<file path="src/rtl/fifo_arb_pkg.sv">
// Shared types and constants for the FIFO write arbiter: FSM state encoding
// and the width of the optional per-requester beat counters.
package fifo_arb_pkg;

    typedef enum logic {
        IDLE  = 1'b0,
        BURST = 1'b1
    } state_t;

    localparam int STAT_W = 16;

endpackage

</file>
<file path="src/rtl/fifo_wr_arbiter_rr_pick.sv">
// Combinational round-robin pick: first set bit of req searching ptr, ptr+1, ...
// modulo NREQ. valid is low when no request is present.
module rr_pick #(
    parameter int NREQ = 4,
    parameter int PW   = 2
) (
    input  logic [NREQ-1:0] req,
    input  logic [PW-1:0]   ptr,
    output logic            valid,
    output logic [PW-1:0]   idx
);

    logic [PW-1:0] cand;

    // NOTE: every variable written here gets a default first so no latch is inferred.
    always_comb begin
        valid = 1'b0;
        idx   = '0;
        cand  = '0;
        // Walk from the farthest offset down so the closest hit to ptr is written last.
        for (int k = NREQ - 1; k >= 0; k--) begin
            cand = PW'((int'(ptr) + k) % NREQ);
            if (req[cand]) begin
                valid = 1'b1;
                idx   = cand;
            end
        end
    end

endmodule

</file>
<file path="src/rtl/fifo_wr_arbiter.sv">
// Round-robin burst arbiter feeding one sync_fifo write port from NREQ requesters.
// Define FIFO_WR_ARBITER_STATS_EN to add saturating per-requester accepted-beat counters.
module fifo_wr_arbiter
    import fifo_arb_pkg::*;
#(
    parameter int WIDTH     = 8,
    parameter int NREQ      = 4,
    parameter int BURST_LEN = 4
) (
    input  logic                      clk,
    input  logic                      rst,
    input  logic [NREQ-1:0]           req,
    input  logic [NREQ*WIDTH-1:0]     req_data,
    output logic [NREQ-1:0]           gnt,
    input  logic                      fifo_full,
    output logic                      fifo_wr_en,
    output logic [WIDTH-1:0]          fifo_wdata,
    output logic                      busy,
`ifdef FIFO_WR_ARBITER_STATS_EN
    input  logic [$clog2(NREQ)-1:0]   stat_sel,
    output logic [STAT_W-1:0]         stat_cnt,
`endif
    output logic [$clog2(NREQ)-1:0]   owner
);

    localparam int PW = $clog2(NREQ);
    localparam int CW = $clog2(BURST_LEN + 1);
    localparam logic [CW-1:0] LAST_BEAT = CW'(BURST_LEN - 1);

    state_t           state, state_nxt;
    logic [PW-1:0]    rr_ptr;
    logic [CW-1:0]    count;
    logic             pick_valid;
    logic [PW-1:0]    pick_idx;
    logic [WIDTH-1:0] slice [NREQ];
    logic             owner_req;
    logic             beat;
    logic             burst_done;

    rr_pick #(.NREQ(NREQ), .PW(PW)) u_rr_pick (
        .req   (req),
        .ptr   (rr_ptr),
        .valid (pick_valid),
        .idx   (pick_idx)
    );

    always_comb begin
        for (int i = 0; i < NREQ; i++) slice[i] = req_data[i*WIDTH +: WIDTH];
    end

    assign owner_req  = req[owner];
    assign beat       = (state == BURST) && owner_req && !fifo_full;
    assign burst_done = (state == BURST) && (!owner_req || (beat && count == LAST_BEAT));

    // NOTE: state is updated with non-blocking assignments so every flop samples pre-edge values.
    always_ff @(posedge clk or negedge rst) begin
        if (!rst) state <= IDLE;
        else      state <= state_nxt;
    end

    always_comb begin
        state_nxt = state;
        unique case (state)
            IDLE:  if (pick_valid) state_nxt = BURST;
            BURST: if (burst_done) state_nxt = IDLE;
            default: state_nxt = IDLE;
        endcase
    end

    always_comb begin
        gnt        = '0;
        fifo_wdata = '0;
        busy       = (state == BURST);
        if (state == BURST) begin
            gnt[owner] = beat;
            fifo_wdata = slice[owner];
        end
        fifo_wr_en = |gnt;
    end

    // Owner reads back as 0 whenever the arbiter is idle; the pointer advances only on burst exit.
    always_ff @(posedge clk or negedge rst) begin
        if (!rst) begin
            owner  <= '0;
            rr_ptr <= '0;
            count  <= '0;
        end else if (state == IDLE) begin
            if (pick_valid) begin
                owner <= pick_idx;
                count <= '0;
            end
        end else if (burst_done) begin
            owner  <= '0;
            count  <= '0;
            rr_ptr <= (owner == PW'(NREQ - 1)) ? '0 : owner + PW'(1);
        end else if (beat) begin
            count <= count + CW'(1);
        end
    end

`ifdef FIFO_WR_ARBITER_STATS_EN
    logic [STAT_W-1:0] stat [NREQ];

    // NOTE: this counter array must read 0 after reset, so it is reset unlike a plain data memory.
    always_ff @(posedge clk or negedge rst) begin
        if (!rst) begin
            for (int i = 0; i < NREQ; i++) stat[i] <= '0;
        end else begin
            for (int i = 0; i < NREQ; i++)
                if (gnt[i] && stat[i] != '1) stat[i] <= stat[i] + STAT_W'(1);
        end
    end

    assign stat_cnt = stat[stat_sel];
`endif

endmodule

</file>
<file path="config.mk">
export PLATFORM = sky130hd
export DESIGN_NAME = fifo_wr_arbiter
export DESIGN_NICKNAME = d
export VERILOG_FILES = /design/src/rtl/fifo_arb_pkg.sv /design/src/rtl/fifo_wr_arbiter_rr_pick.sv /design/src/rtl/fifo_wr_arbiter.sv
export SDC_FILE = /design/constraint.sdc
export NUM_CORES = 1
export LEC_CHECK = 0
export CAP_MARGIN = 20
export CORE_MARGIN = 8
export CORE_UTILIZATION = 36
export DETAILED_ROUTE_END_ITERATION = 8
export PLACE_DENSITY = 0.81
export SYNTH_ARGS = -nofsm -noshare
export SYNTH_HDL_FRONTEND = slang
export SYNTH_SLANG_ARGS = --single-unit
</file>
<file path="constraint.sdc">
create_clock -name clk -period 3.7 [get_ports clk]
set_input_delay 0.925 -clock clk [delete_from_list [all_inputs] [get_ports clk]]
set_output_delay 0.925 -clock clk [all_outputs]
set_load 0.01 [all_outputs]
</file>
==> flow_summary.json <==
{
  "power.clock.fraction_pct": 8.3,
  "synth_cell_type_count": 26,
  "post_drt_via_cell_ratio": 5.323,
  "hold_path.startpoint": "count[0]",
  "effective_utilization_at_floorplan_pct": 37.49,
  "clock-sinks": 8,
  "row_count": 17,
  "p_seq_share_pct": 26.1,
  "globalRouteTotalUtil_pct": 14.13,
  "layoutNonFillerInstCount": 161,
  "power.net_switching_mw": 0.2894,
  "drt_pass1_iterations": 4,
  "core_region_area_um2": 2170,
  "critical_path_peak_fanout": 6,
  "die_x_um": 63.53,
  "fin_crit_sh_pct": 97.04,
  "timing.reg2reg.setup_slack_ns": 1.40,
  "overflow": 0,
  "antenna-diode-count": 0,
  "nNetsFinal": 180,
  "finClkSkew_ns": 0.0004682,
  "clock_tree_from_tritoncts": "built",
  "top_level_ports": 55,
  "finish.utilization_pct": 65.17,
  "worst_pin_slew_ns": 0.7159,
  "drtIter0Drc": 34,
  "timing.slew.headroom_pct": 51.84,
  "postSynth.topFlopCell": "sky130_fd_sc_hd__dfrtp_1",
  "area_delta_synth_final_pct": 73.85,
  "clockBufferDepth": 2,
  "synth.avg_cell_area_um2": 10.56,
  "drv.max_cap_violation_count": 0,
  "post_cts_resized": 0,
  "wl_um": 2914,
  "setup_viol_count_final": 0,
  "maximum_number_of_pins_on_one_net_before_global_route_repair": 16,
  "cts_setup_buffers": 0,
  "worst-setup-path-type": "input port to output port",
  "combinationalPowerShare_pct": 65.6,
  "r2r-end": "rr_ptr[1]",
  "deepest_level_of_the_cts_h_tree": 1,
  "async_flop_share_pct": 100.0,
  "critPathCaptureType": "output port",
  "floorplan.die.height_um": 63.53,
  "finalHoldViolCount": 0,
  "synthTopCellsByArea": "sky130_fd_sc_hd__dfrtp_1 25%, sky130_fd_sc_hd__mux4_2 22%, sky130_fd_sc_hd__ha_1 9.2%",
  "cts_made_buffers": 3,
  "syn_area_um2": 813.3,
  "p_leak_nw": 0.5550,
  "yosysWarnings": 0,
  "first_global_vias": 910,
  "post_route_cells_drive_above_1_share_pct": 11.28,
  "cp.arrival_ns": 2.67,
  "cell_with_the_most_instances_after_synthesis": "sky130_fd_sc_hd__and2_1",
  "synth_net_count": 122,
  "synth_enable_flop_cells": 0,
  "synth.largest_area_cell": "sky130_fd_sc_hd__dfrtp_1",
  "reg2reg_depth": 4,
  "cp-start-kind": "input port",
  "setup_repair_after_global_routing_missed_its_margin": "no",
  "register_bit_count_reported_by_yosys": 8,
  "clk_lat_worst_skew_ns": 0.25,
  "run_status": "completed",
  "place_congestion": 0.7566,
  "totalNegativeSetupSlack_ns": 0,
  "first_pass_grt_wire_length_um": 4685,
  "detailedPlacementHpwl_um": 2480,
  "final.setup.worst_slack_ns": 0.1096,
  "pwr_density_cell_nw_per_um2": 537.4,
  "synth_seq_area_share_pct": 24.62,
  "p_int_mw": 0.4704,
  "ir_worst_vdd_uv": 451.3,
  "vias": 857,
  "maxClockFrequency_ghz": 0.2785,
  "slew_violations": 0,
  "clk_pin_slew_worst_paths_ns": 0.05,
  "min-delay-path-class": "flop to flop",
  "worst_r2r_startpoint": "owner[0]",
  "number_of_standard_cells_after_synthesis": 77,
  "detail_route.wl_per_cell_um": 18.10,
  "worst_hold_path.endpoint": "count[0]",
  "root_buffer": "sky130_fd_sc_hd__clkbuf_4",
  "dpl.cell_count": 158,
  "ant_nets": 0,
  "drcViolationCount": 0,
  "postCtsHoldBufs": 0,
  "port-buffer-count": 54,
  "period_needed_ns": 3.590,
  "holdPathStages": 1,
  "yosysTopAreaCellShare_pct": 24.62,
  "sw_frac_of_total_pct": 38.09,
  "timing.critical_path.required_ns": 2.77,
  "fp.dieArea_um2": 4036,
  "synth.cells.most_frequent": "9 x sky130_fd_sc_hd__and2_1, 8 x sky130_fd_sc_hd__dfrtp_1, 8 x sky130_fd_sc_hd__mux4_2",
  "pre_cts_ws_ns": 0.1218,
  "antenna_found_initial": 0,
  "n_fill_cell": 176
}
==> cells by family after synthesis <==
kind of cell | Yosys count | synth area share, %
compound gates | 15 | 12.77
simple gates | 26 | 19.23
fa+ha+maj | 6 | 9.231
mux | 12 | 29.38
flops | 8 | 24.62
buf+inv | 10 | 4.770
==> final cells by class <==
cell class | count | area (um^2) | area share [%]
multi-input cells | 59 | 574.3 | 40.62
repair buffers | 56 | 555.5 | 39.29
flip-flops and latches | 8 | 200.2 | 14.16
well taps | 28 | 35.03 | 2.478
inverters | 7 | 26.28 | 1.858
clock buffers | 3 | 22.52 | 1.593
==> worst max-delay path by stage <==
stage | from | to | slack [ns] | depth (start not counted)
after floorplan | req[3] | gnt[0] | 1.09 | 2
after global placement | req[2] | gnt[1] | 0.15 | 4
after detailed placement | req[1] | gnt[0] | 0.12 | 4
after CTS | req[1] | gnt[0] | 0.12 | 4
after global routing | req[1] | gnt[3] | 0.07 | 4
final | req[1] | gnt[2] | 0.11 | 4
==> critical path: stages <==
cell                              delay [ns]
sky130_fd_sc_hd__clkdlybuf4s50_1        0.51
sky130_fd_sc_hd__mux4_2                 0.55
sky130_fd_sc_hd__and3_1                 0.20
sky130_fd_sc_hd__clkdlybuf4s50_1        0.48
==> power groups by stage <==
stage | registers, mW | clock network, mW | logic, mW
detailed placement | 0.204 | 0 | 0.504
global placement | 0.201 | 0 | 0.495
CTS | 0.201 | 0.0678 | 0.506
floorplan | 0.155 | 0 | 0.305
finish | 0.198 | 0.0633 | 0.499
global route | 0.209 | 0.0699 | 0.544
==> metrics by stage <==
stage	area (um^2)	hold slack [ns]	total power, mW
6_report	1414	0.4892	0.7598
5_1_grt	1414	0.5073	0.8227
4_1_cts	1414	0.4930	0.7748
3_5_place_dp	1391	0.4865	0.7081
3_3_place_gp	1391	0.4700	0.6958
2_1_floorplan	813.3	0.4573	0.4601
==> flip-flops by register name, indices dropped and copies added (netlist names) <==
| signal | count |
|---|---|
| rr_ptr | 2 |
| count | 3 |
| owner | 2 |
| busy | 1 |
==> routing by layer <==
layer,track usage [%],wire (um),vias to the layer above
li1,-,-,401
met5,0,0,-
met2,23.07,1303,46
met4,2.507,0,0
met3,4.770,242,0
met1,17.64,1368,410
==> placed cells by master, fill, tap and decap left out <==
cell type	count
sky130_fd_sc_hd__nand2b_1	5
sky130_fd_sc_hd__mux4_2	8
sky130_fd_sc_hd__a22oi_1	1
sky130_fd_sc_hd__and2_1	9
sky130_fd_sc_hd__nand2_1	1
sky130_fd_sc_hd__mux2_1	2
sky130_fd_sc_hd__o21ai_0	3
sky130_fd_sc_hd__buf_4	2
sky130_fd_sc_hd__clkdlybuf4s50_1	54
sky130_fd_sc_hd__mux4_1	1
sky130_fd_sc_hd__o32ai_1	2
sky130_fd_sc_hd__a21boi_0	1
sky130_fd_sc_hd__o22ai_1	2
sky130_fd_sc_hd__o211ai_1	1
sky130_fd_sc_hd__nand3b_1	1
sky130_fd_sc_hd__nor2b_1	1
sky130_fd_sc_hd__inv_1	7
sky130_fd_sc_hd__or2_2	1
sky130_fd_sc_hd__ha_1	6
sky130_fd_sc_hd__a21oi_4	1
sky130_fd_sc_hd__nor2_1	2
sky130_fd_sc_hd__dfrtp_1	8
sky130_fd_sc_hd__nor4_1	2
sky130_fd_sc_hd__and3_1	4
sky130_fd_sc_hd__a21oi_1	4
sky130_fd_sc_hd__mux2i_1	1
sky130_fd_sc_hd__clkbuf_4	3
Power figures use the tool's default switching activity.
